<file path="src/rtl/video_buffer_writer_pkg.sv">
// Shared types and constants for the video buffer download writer.
package video_pkg;

    localparam int unsigned FRAME_WORDS = 19200;
    localparam int unsigned VBW_ADDR_W  = 15;

    typedef enum logic [2:0] {
        IDLE,
        COLLECT,
        REQ,
        RELEASE,
        DONE
    } vbw_state_t;

endpackage

</file>
<file path="src/rtl/video_buffer_writer_if.sv">
// Write port between the buffer writer (master) and the video block (slave).
interface video_buffer_writer_if;

    logic [31:0] data_out;
    logic [31:0] addr_out;
    logic        data_write;
    logic        data_ack;

    modport master (
        output data_out,
        output addr_out,
        output data_write,
        input  data_ack
    );

    modport slave (
        input  data_out,
        input  addr_out,
        input  data_write,
        output data_ack
    );

endinterface

</file>
<file path="src/rtl/video_buffer_writer_packer.sv">
// Packs four bytes little-endian into a 32-bit word; can also be loaded directly.
module byte_word_packer (
    input  logic        clk,
    input  logic        rst,
    input  logic        collect,
    input  logic        clear,
    input  logic        load,
    input  logic [31:0] load_word,
    input  logic        byte_valid,
    input  logic [7:0]  byte_data,
    output logic        byte_ready,
    output logic [31:0] word,
    output logic        word_valid
);

    logic [1:0] idx;
    logic       accept;

    assign byte_ready = collect;
    assign accept     = collect && byte_valid;
    assign word_valid = accept && (idx == 2'd3);

    // Byte index and word register; the 2-bit index wraps to 0 after the fourth byte.
    always_ff @(posedge clk) begin
        if (rst) begin
            idx  <= '0;
            word <= '0;
        end else if (load) begin
            idx  <= '0;
            word <= load_word;
        end else if (clear) begin
            idx  <= '0;
        end else if (accept) begin
            word[{idx, 3'b000} +: 8] <= byte_data;
            idx                      <= idx + 2'd1;
        end
    end

endmodule

</file>
<file path="src/rtl/video_buffer_writer.sv">
// Streams bytes (or a fill colour) into the video frame buffer via a 4-phase handshake.
module video_buffer_writer
    import video_pkg::*;
#(
    parameter int unsigned WORDS       = FRAME_WORDS,
    parameter int unsigned ACK_TIMEOUT = 1024
) (
    input  logic                         system_clock,
    input  logic                         reset,
    input  logic                         start,
    input  logic                         fill,
    input  logic [23:0]                  fill_color,
    input  logic                         byte_valid,
    input  logic [7:0]                   byte_data,
    output logic                         byte_ready,
    video_buffer_writer_if.master        video_bus,
    output logic                         busy,
    output logic                         done,
    output logic                         error
);

    localparam int unsigned CNT_W = $clog2(ACK_TIMEOUT + 1);
    localparam logic [VBW_ADDR_W-1:0] LAST_ADDR = VBW_ADDR_W'(WORDS - 1);
    localparam logic [CNT_W-1:0]      CNT_LAST  = CNT_W'(ACK_TIMEOUT - 1);

    vbw_state_t            state, state_n;
    logic [VBW_ADDR_W-1:0] addr, addr_n;
    logic [VBW_ADDR_W-1:0] addr_hold, addr_hold_n;
    logic [CNT_W-1:0]      cnt, cnt_n;
    logic                  write, write_n;
    logic                  error_n;
    logic                  fill_mode, fill_mode_n;
    logic                  pk_clear, pk_load, word_valid;
    logic [31:0]           word;

    byte_word_packer packer (
        .clk        (system_clock),
        .rst        (reset),
        .collect    (state == COLLECT),
        .clear      (pk_clear),
        .load       (pk_load),
        .load_word  ({8'h00, fill_color}),
        .byte_valid (byte_valid),
        .byte_data  (byte_data),
        .byte_ready (byte_ready),
        .word       (word),
        .word_valid (word_valid)
    );

    assign video_bus.data_out   = word;
    assign video_bus.addr_out   = {{(32 - VBW_ADDR_W){1'b0}}, addr_hold};
    assign video_bus.data_write = write;
    assign busy                 = (state != IDLE);
    assign done                 = (state == DONE);

    // State and datapath registers.
    always_ff @(posedge system_clock) begin
        if (reset) begin
            state     <= IDLE;
            addr      <= '0;
            addr_hold <= '0;
            cnt       <= '0;
            write     <= 1'b0;
            error     <= 1'b0;
            fill_mode <= 1'b0;
        end else begin
            state     <= state_n;
            addr      <= addr_n;
            addr_hold <= addr_hold_n;
            cnt       <= cnt_n;
            write     <= write_n;
            error     <= error_n;
            fill_mode <= fill_mode_n;
        end
    end

    // Next-state logic: handshake sequencing, address advance and ack timeout.
    always_comb begin
        state_n     = state;
        addr_n      = addr;
        addr_hold_n = addr_hold;
        cnt_n       = cnt;
        write_n     = write;
        error_n     = error;
        fill_mode_n = fill_mode;
        pk_clear    = 1'b0;
        pk_load     = 1'b0;
        unique case (state)
            IDLE: begin
                if (start && !video_bus.data_ack) begin
                    addr_n      = '0;
                    error_n     = 1'b0;
                    fill_mode_n = fill;
                    pk_clear    = 1'b1;
                    if (fill) begin
                        pk_load     = 1'b1;
                        write_n     = 1'b1;
                        addr_hold_n = '0;
                        cnt_n       = '0;
                        state_n     = REQ;
                    end else begin
                        state_n = COLLECT;
                    end
                end
            end
            COLLECT: begin
                if (word_valid) begin
                    write_n     = 1'b1;
                    addr_hold_n = addr;
                    cnt_n       = '0;
                    state_n     = REQ;
                end
            end
            REQ: begin
                if (video_bus.data_ack) begin
                    write_n = 1'b0;
                    cnt_n   = '0;
                    state_n = RELEASE;
                end else if (cnt == CNT_LAST) begin
                    write_n = 1'b0;
                    error_n = 1'b1;
                    state_n = IDLE;
                end else begin
                    cnt_n = cnt + CNT_W'(1);
                end
            end
            RELEASE: begin
                if (!video_bus.data_ack) begin
                    if (addr == LAST_ADDR) begin
                        state_n = DONE;
                    end else begin
                        addr_n = addr + VBW_ADDR_W'(1);
                        if (fill_mode) begin
                            write_n     = 1'b1;
                            addr_hold_n = addr + VBW_ADDR_W'(1);
                            cnt_n       = '0;
                            state_n     = REQ;
                        end else begin
                            state_n = COLLECT;
                        end
                    end
                end else if (cnt == CNT_LAST) begin
                    error_n = 1'b1;
                    state_n = IDLE;
                end else begin
                    cnt_n = cnt + CNT_W'(1);
                end
            end
            DONE: begin
                state_n = IDLE;
            end
            default: begin
                state_n = IDLE;
            end
        endcase
    end

endmodule

</file>
<file path="src/flat_wrapper.sv">
// flat-port wrapper written by rule: the top's interface ports become plain ports
module video_buffer_writer_flat import video_pkg::*;
#(
    parameter int unsigned WORDS       = FRAME_WORDS,
    parameter int unsigned ACK_TIMEOUT = 1024
)
  (system_clock, reset, start, fill, fill_color, byte_valid, byte_data, byte_ready, busy, done, error, video_bus_data_out, video_bus_addr_out, video_bus_data_write, video_bus_data_ack);
  video_buffer_writer_if video_bus_i ();
  input  logic system_clock;
  input  logic reset;
  input  logic start;
  input  logic fill;
  input  logic [23:0] fill_color;
  input  logic byte_valid;
  input  logic [7:0] byte_data;
  output logic byte_ready;
  output logic busy;
  output logic done;
  output logic error;
  output wire logic [$bits(video_bus_i.data_out)-1:0] video_bus_data_out;
  output wire logic [$bits(video_bus_i.addr_out)-1:0] video_bus_addr_out;
  output wire logic [$bits(video_bus_i.data_write)-1:0] video_bus_data_write;
  input wire logic [$bits(video_bus_i.data_ack)-1:0] video_bus_data_ack;
  assign video_bus_data_out = video_bus_i.data_out;
  assign video_bus_addr_out = video_bus_i.addr_out;
  assign video_bus_data_write = video_bus_i.data_write;
  assign video_bus_i.data_ack = video_bus_data_ack;
  video_buffer_writer #(.WORDS(WORDS), .ACK_TIMEOUT(ACK_TIMEOUT)) u_core (.system_clock(system_clock), .reset(reset), .start(start), .fill(fill), .fill_color(fill_color), .byte_valid(byte_valid), .byte_data(byte_data), .byte_ready(byte_ready), .video_bus(video_bus_i), .busy(busy), .done(done), .error(error));
endmodule
</file>
<file path="config.mk">
export PLATFORM = sky130hd
export DESIGN_NAME = video_buffer_writer_flat
export DESIGN_NICKNAME = d
export VERILOG_FILES = /design/src/rtl/video_buffer_writer_pkg.sv /design/src/rtl/video_buffer_writer_if.sv /design/src/rtl/video_buffer_writer_packer.sv /design/src/rtl/video_buffer_writer.sv /design/src/flat_wrapper.sv
export SDC_FILE = /design/constraint.sdc
export NUM_CORES = 1
export LEC_CHECK = 0
export CORE_ASPECT_RATIO = 0.5
export CORE_MARGIN = 5
export CORE_UTILIZATION = 40
export CTS_CLUSTER_DIAMETER = 50
export DETAILED_ROUTE_END_ITERATION = 8
export GPL_ROUTABILITY_DRIVEN = 0
export PLACE_DENSITY_LB_ADDON = 0.2
export SYNTH_ARGS = -nofsm -noshare
export SYNTH_HDL_FRONTEND = slang
export SYNTH_SLANG_ARGS = --single-unit
export TNS_END_PERCENT = 5
</file>
<file path="constraint.sdc">
create_clock -name system_clock -period 2.6 [get_ports system_clock]
set_input_delay 0.52 -clock system_clock [delete_from_list [all_inputs] [get_ports system_clock]]
set_output_delay 0.52 -clock system_clock [all_outputs]
set_load 0.02 [all_outputs]
</file>
==> results.txt <==
The fraction of power consumed by combinational cells came out at 13.8%. The worst supply voltage drop on vdd is 309 uV. The average vias per placed instance came out at 5.63. The data required time at the worst endpoint is 2.85 ns.

The number of warnings printed during yosys synthesis came out at 0. Setup repair after global routing left no endpoint under its margin. Before CTS, the worst setup slack after placement is 0.204 ns. The core area is 10400 um2. The global-route wire length before repair is 21000 um.

The number of distinct library cells after synthesis is 59. The detailed-route via count came out at 4464. The design internal power is 2.08 mW.

The number of standard cells after synthesis is 547. The floorplan step defined a die boundary enclosing 13200 um2. The most frequent standard cell in the layout excluding fill and tap cells is sky130_fd_sc_hd__clkdlybuf4s50_1. The most frequently used flop master after synthesis is sky130_fd_sc_hd__dfxtp_1. The share of total power consumed by net switching is 27.2%.

Summed over all layers, the routed wires come to 12700 um. The kind of start point of the critical path is a flip-flop. The effective utilization at floorplan came out at 41.7%. The top achievable clock speed is 430 MHz. The reported leakage power came out at 1.91 nW. The final setup slack of the worst path came out at 0.275 ns. The detailed placement HPWL came out at 9310 um. The worst pin sits at a relative slew slack of 54.6%. The run finished with clean final reports.

0 antenna diodes ended up in the layout. For this run, the detailed router's first-pass iteration total came to 6. The count of buffers from port buffering is 89. The library cells used most frequently in the layout, excluding fill and tap cells, are sky130_fd_sc_hd__clkdlybuf4s50_1, sky130_fd_sc_hd__dfxtp_1, sky130_fd_sc_hd__nand2_1, sky130_fd_sc_hd__nor2_1, sky130_fd_sc_hd__a21oi_1. The post-route clock period utilization is 89.4%. The number of ports placed on the die boundary came out at 107. Entering global routing, the biggest net connects 27 pins. After layout, the minimum clock period comes to 2.32 ns. The worst hold-check path type is flip-flop to flip-flop.

The post-synthesis sequential element count is 81. After clock tree synthesis, the setup repair step added 0 buffers. The number of hold-slack violations in the final timing report is 0. The clock sink count came out at 81.

The portion of the post-synthesis area used by sequential elements came out at 37.4%. The total overflow reported by the global router is 0. The number of flops mapped to enable cells by yosys is 0. The layout-stage area growth over the synthesis result is 32.7%. The maximum fanout along the worst path came out at 7. For flop-to-flop paths, the worst setup slack is 0.28 ns.

The net count reported at finish is 692. The mean instance size in the synthesized netlist came out at 7.93 um2. The number of clock buffers added by TritonCTS is 9.

On the critical path, the stage with the largest delay is an instance of sky130_fd_sc_hd__or4b_4. Clock tree synthesis selected as its root buffer the cell sky130_fd_sc_hd__clkbuf_16. The path type of the worst setup path is flip-flop to flip-flop. TritonCTS built the clock tree. The initial antenna violation count came out at 0.

In this run the number of H-tree levels came out at 3. In the routed design, unresolved DRC markers number 0. Across the routed clock network, the largest skew measured is 0.0112 ns.

The via count of the first global-routing pass was 4201. The final-report setup violation count came out at 0. The clock passes through at most 2 buffers. The net switching power is 778 uW. The insertion delay to the later sink of the worst-skew pair came out at 0.35 ns. The cts-stage hold buffer count came out at 0. The cell row count is 26. The actual transition at the worst max-transition pin came out at 0.681 ns. The total routing resource utilization after global routing is 19.6%. The post-synth design cell area came out at 4340 um2. The kind of end point of the critical path is a flip-flop. The vertical die dimension is 83.7 um.

The max-cap check violation count came out at 0. The final setup TNS is 0 ns. In this run the horizontal extent of the chip is 157 um. The number of routed nets with antenna violations is 0. The clock slew at the register clock pins of the worst setup and hold paths came out at 0.06 ns.

The proportion of power drawn by flip-flops and latches is 45.0%. The biggest cell delay along the critical path is 0.57 ns. The initial detailed-routing violation count came out at 246. The final count of pins violating max slew was 0. Power comes to 2.86 mW. Per report_power, the clock group accounts for 41.3% of the total. The mean routed wirelength per cell came out at 16.1 um. Walking the worst path, the cells encountered are or4b_4, nor4_2, nor3_1, or2_1, a311oi_1. In this run, post-CTS repair resized a total of 0 instances. For the worst setup path, the data arrival time is 2.57 ns.

The proportion of layout cells with a drive suffix above 1 came out at 11.2%. The total power divided by cell area came out at 496 nW/um2. The proportion of register bits with asynchronous set or reset after synthesis came out at 0%.
==> cells by family (layout without fill, tap and decap cells) <==
group                    after synthesis  in the layout  share of synthesized area, %
AO/OA/AOI/OAI                        139            139                          22.0
multiplexers                           3              3                         0.749
buffers and inverters                 68            158                          7.38
flip-flops                            81             81                          37.4
AND/OR/NAND/NOR                      233            233                          27.5
other                                  1             17                        0.0864
adder cells (fa/ha/maj)                6              6                          1.73
XOR/XNOR                              16             16                          3.23
==> critical path: cells and delay by family, from the launching register on <==
family | cells | cell delay, ns
AOI/OAI and AO/OA | 1 | 0.31
and+or+nand+nor | 4 | 1.53
DFF | 1 | 0.38
==> area by class of cell <==
cell class,instances,area (um2)
clock buffer,10,229
clock inverter,6,43.8
fill,1016,4650
inverter,14,52.6
multi-input combinational,414,2460
sequential,81,1620
tap,140,175
timing repair buffer,128,1180
==> final timing paths <==
| kind | depth (start not counted) | from | to |
|---|---|---|---|
| worst min-delay path | 2 | u_core.packer.word[28] | u_core.packer.word[28] |
| worst max register to register | 5 | u_core.addr[8] | u_core.addr[7] |
| worst min register to register | 2 | u_core.packer.word[28] | u_core.packer.word[28] |
| worst max-delay path | 5 | u_core.addr[8] | u_core.addr[7] |
==> state kept, by name, indices dropped and copies added (netlist names) <==
| name | count |
|---|---|
| u_core.error | 1 |
| u_core.addr_hold | 15 |
| u_core.packer.idx | 2 |
| u_core.cnt | 11 |
| u_core.state | 3 |
| u_core.fill_mode | 1 |
| u_core.addr | 15 |
| u_core.video_bus.data_write | 1 |
| u_core.packer.word | 32 |
==> synth_stat cells (2+ instances only) <==
library cell               number  area (um2)
sky130_fd_sc_hd__nor4b_1        2        17.5
sky130_fd_sc_hd__buf_4         17         128
sky130_fd_sc_hd__buf_1          3        11.3
sky130_fd_sc_hd__o21ai_1        5        25.0
sky130_fd_sc_hd__o32ai_2        2        32.5
sky130_fd_sc_hd__nand3_1       40         200
sky130_fd_sc_hd__a211oi_2       3        37.5
sky130_fd_sc_hd__xor2_1         8        70.1
sky130_fd_sc_hd__a41oi_1        5        43.8
sky130_fd_sc_hd__o31ai_1        3        22.5
sky130_fd_sc_hd__o211ai_1       4        30.0
sky130_fd_sc_hd__nor3_1        11        55.1
sky130_fd_sc_hd__clkbuf_1      33         124
sky130_fd_sc_hd__a311oi_1      21         184
sky130_fd_sc_hd__dfxtp_1       81        1620
sky130_fd_sc_hd__o311ai_0       2        17.5
sky130_fd_sc_hd__o21ai_0       31         155
sky130_fd_sc_hd__o21a_1         2        15.0
sky130_fd_sc_hd__nor4bb_1       2        20.0
sky130_fd_sc_hd__a31oi_1        4        25.0
sky130_fd_sc_hd__nand4_1       25         156
sky130_fd_sc_hd__nor2b_1        4        25.0
sky130_fd_sc_hd__a21oi_1       42         210
sky130_fd_sc_hd__mux2_2         2        22.5
sky130_fd_sc_hd__nor3b_1        2        15.0
sky130_fd_sc_hd__and4_1         2        17.5
sky130_fd_sc_hd__nor2_1        46         173
sky130_fd_sc_hd__ha_1           6        75.1
sky130_fd_sc_hd__nor4_1        13        81.3
sky130_fd_sc_hd__or3_1          6        37.5
sky130_fd_sc_hd__a222oi_1       8        80.1
sky130_fd_sc_hd__inv_1         14        52.6
sky130_fd_sc_hd__nand3b_1       2        15.0
sky130_fd_sc_hd__nand2b_1       4        25.0
sky130_fd_sc_hd__xnor2_1        8        70.1
sky130_fd_sc_hd__and3_1         2        12.5
sky130_fd_sc_hd__nand2_1       58         218
sky130_fd_sc_hd__or4_1          3        22.5
==> layer usage <==
layer / wire length [um] / global-route usage (%)
met5: 0 / 0
met3: 1310 / 8.29
met4: 76 / 3.75
met2: 5440 / 29.6
met1: 5910 / 26.4
==> power groups by stage <==
| stage | clock network [mW] | logic, mW | registers, mW |
|---|---|---|---|
| 4_1_cts | 1.21 | 0.393 | 1.29 |
| 3_3_place_gp | 0 | 0.388 | 1.31 |
| 2_1_floorplan | 0 | 0.197 | 1.34 |
| 3_5_place_dp | 0 | 0.392 | 1.31 |
| 6_report | 1.18 | 0.393 | 1.29 |
| 5_1_grt | 1.27 | 0.427 | 1.29 |
==> stage by stage <==
step	area [um2]	util (%)	instances	hold WS, ns
final	5760	55.3	793	0.460
after global routing	5760	55.3	793	0.470
after CTS	5760	55.3	793	0.459
after detailed placement	5490	52.7	777	0.446
after global placement	5490	52.7	777	0.442
after floorplan	4400	-	563	0.435
Note: power is estimated with default switching activity, not from simulation.
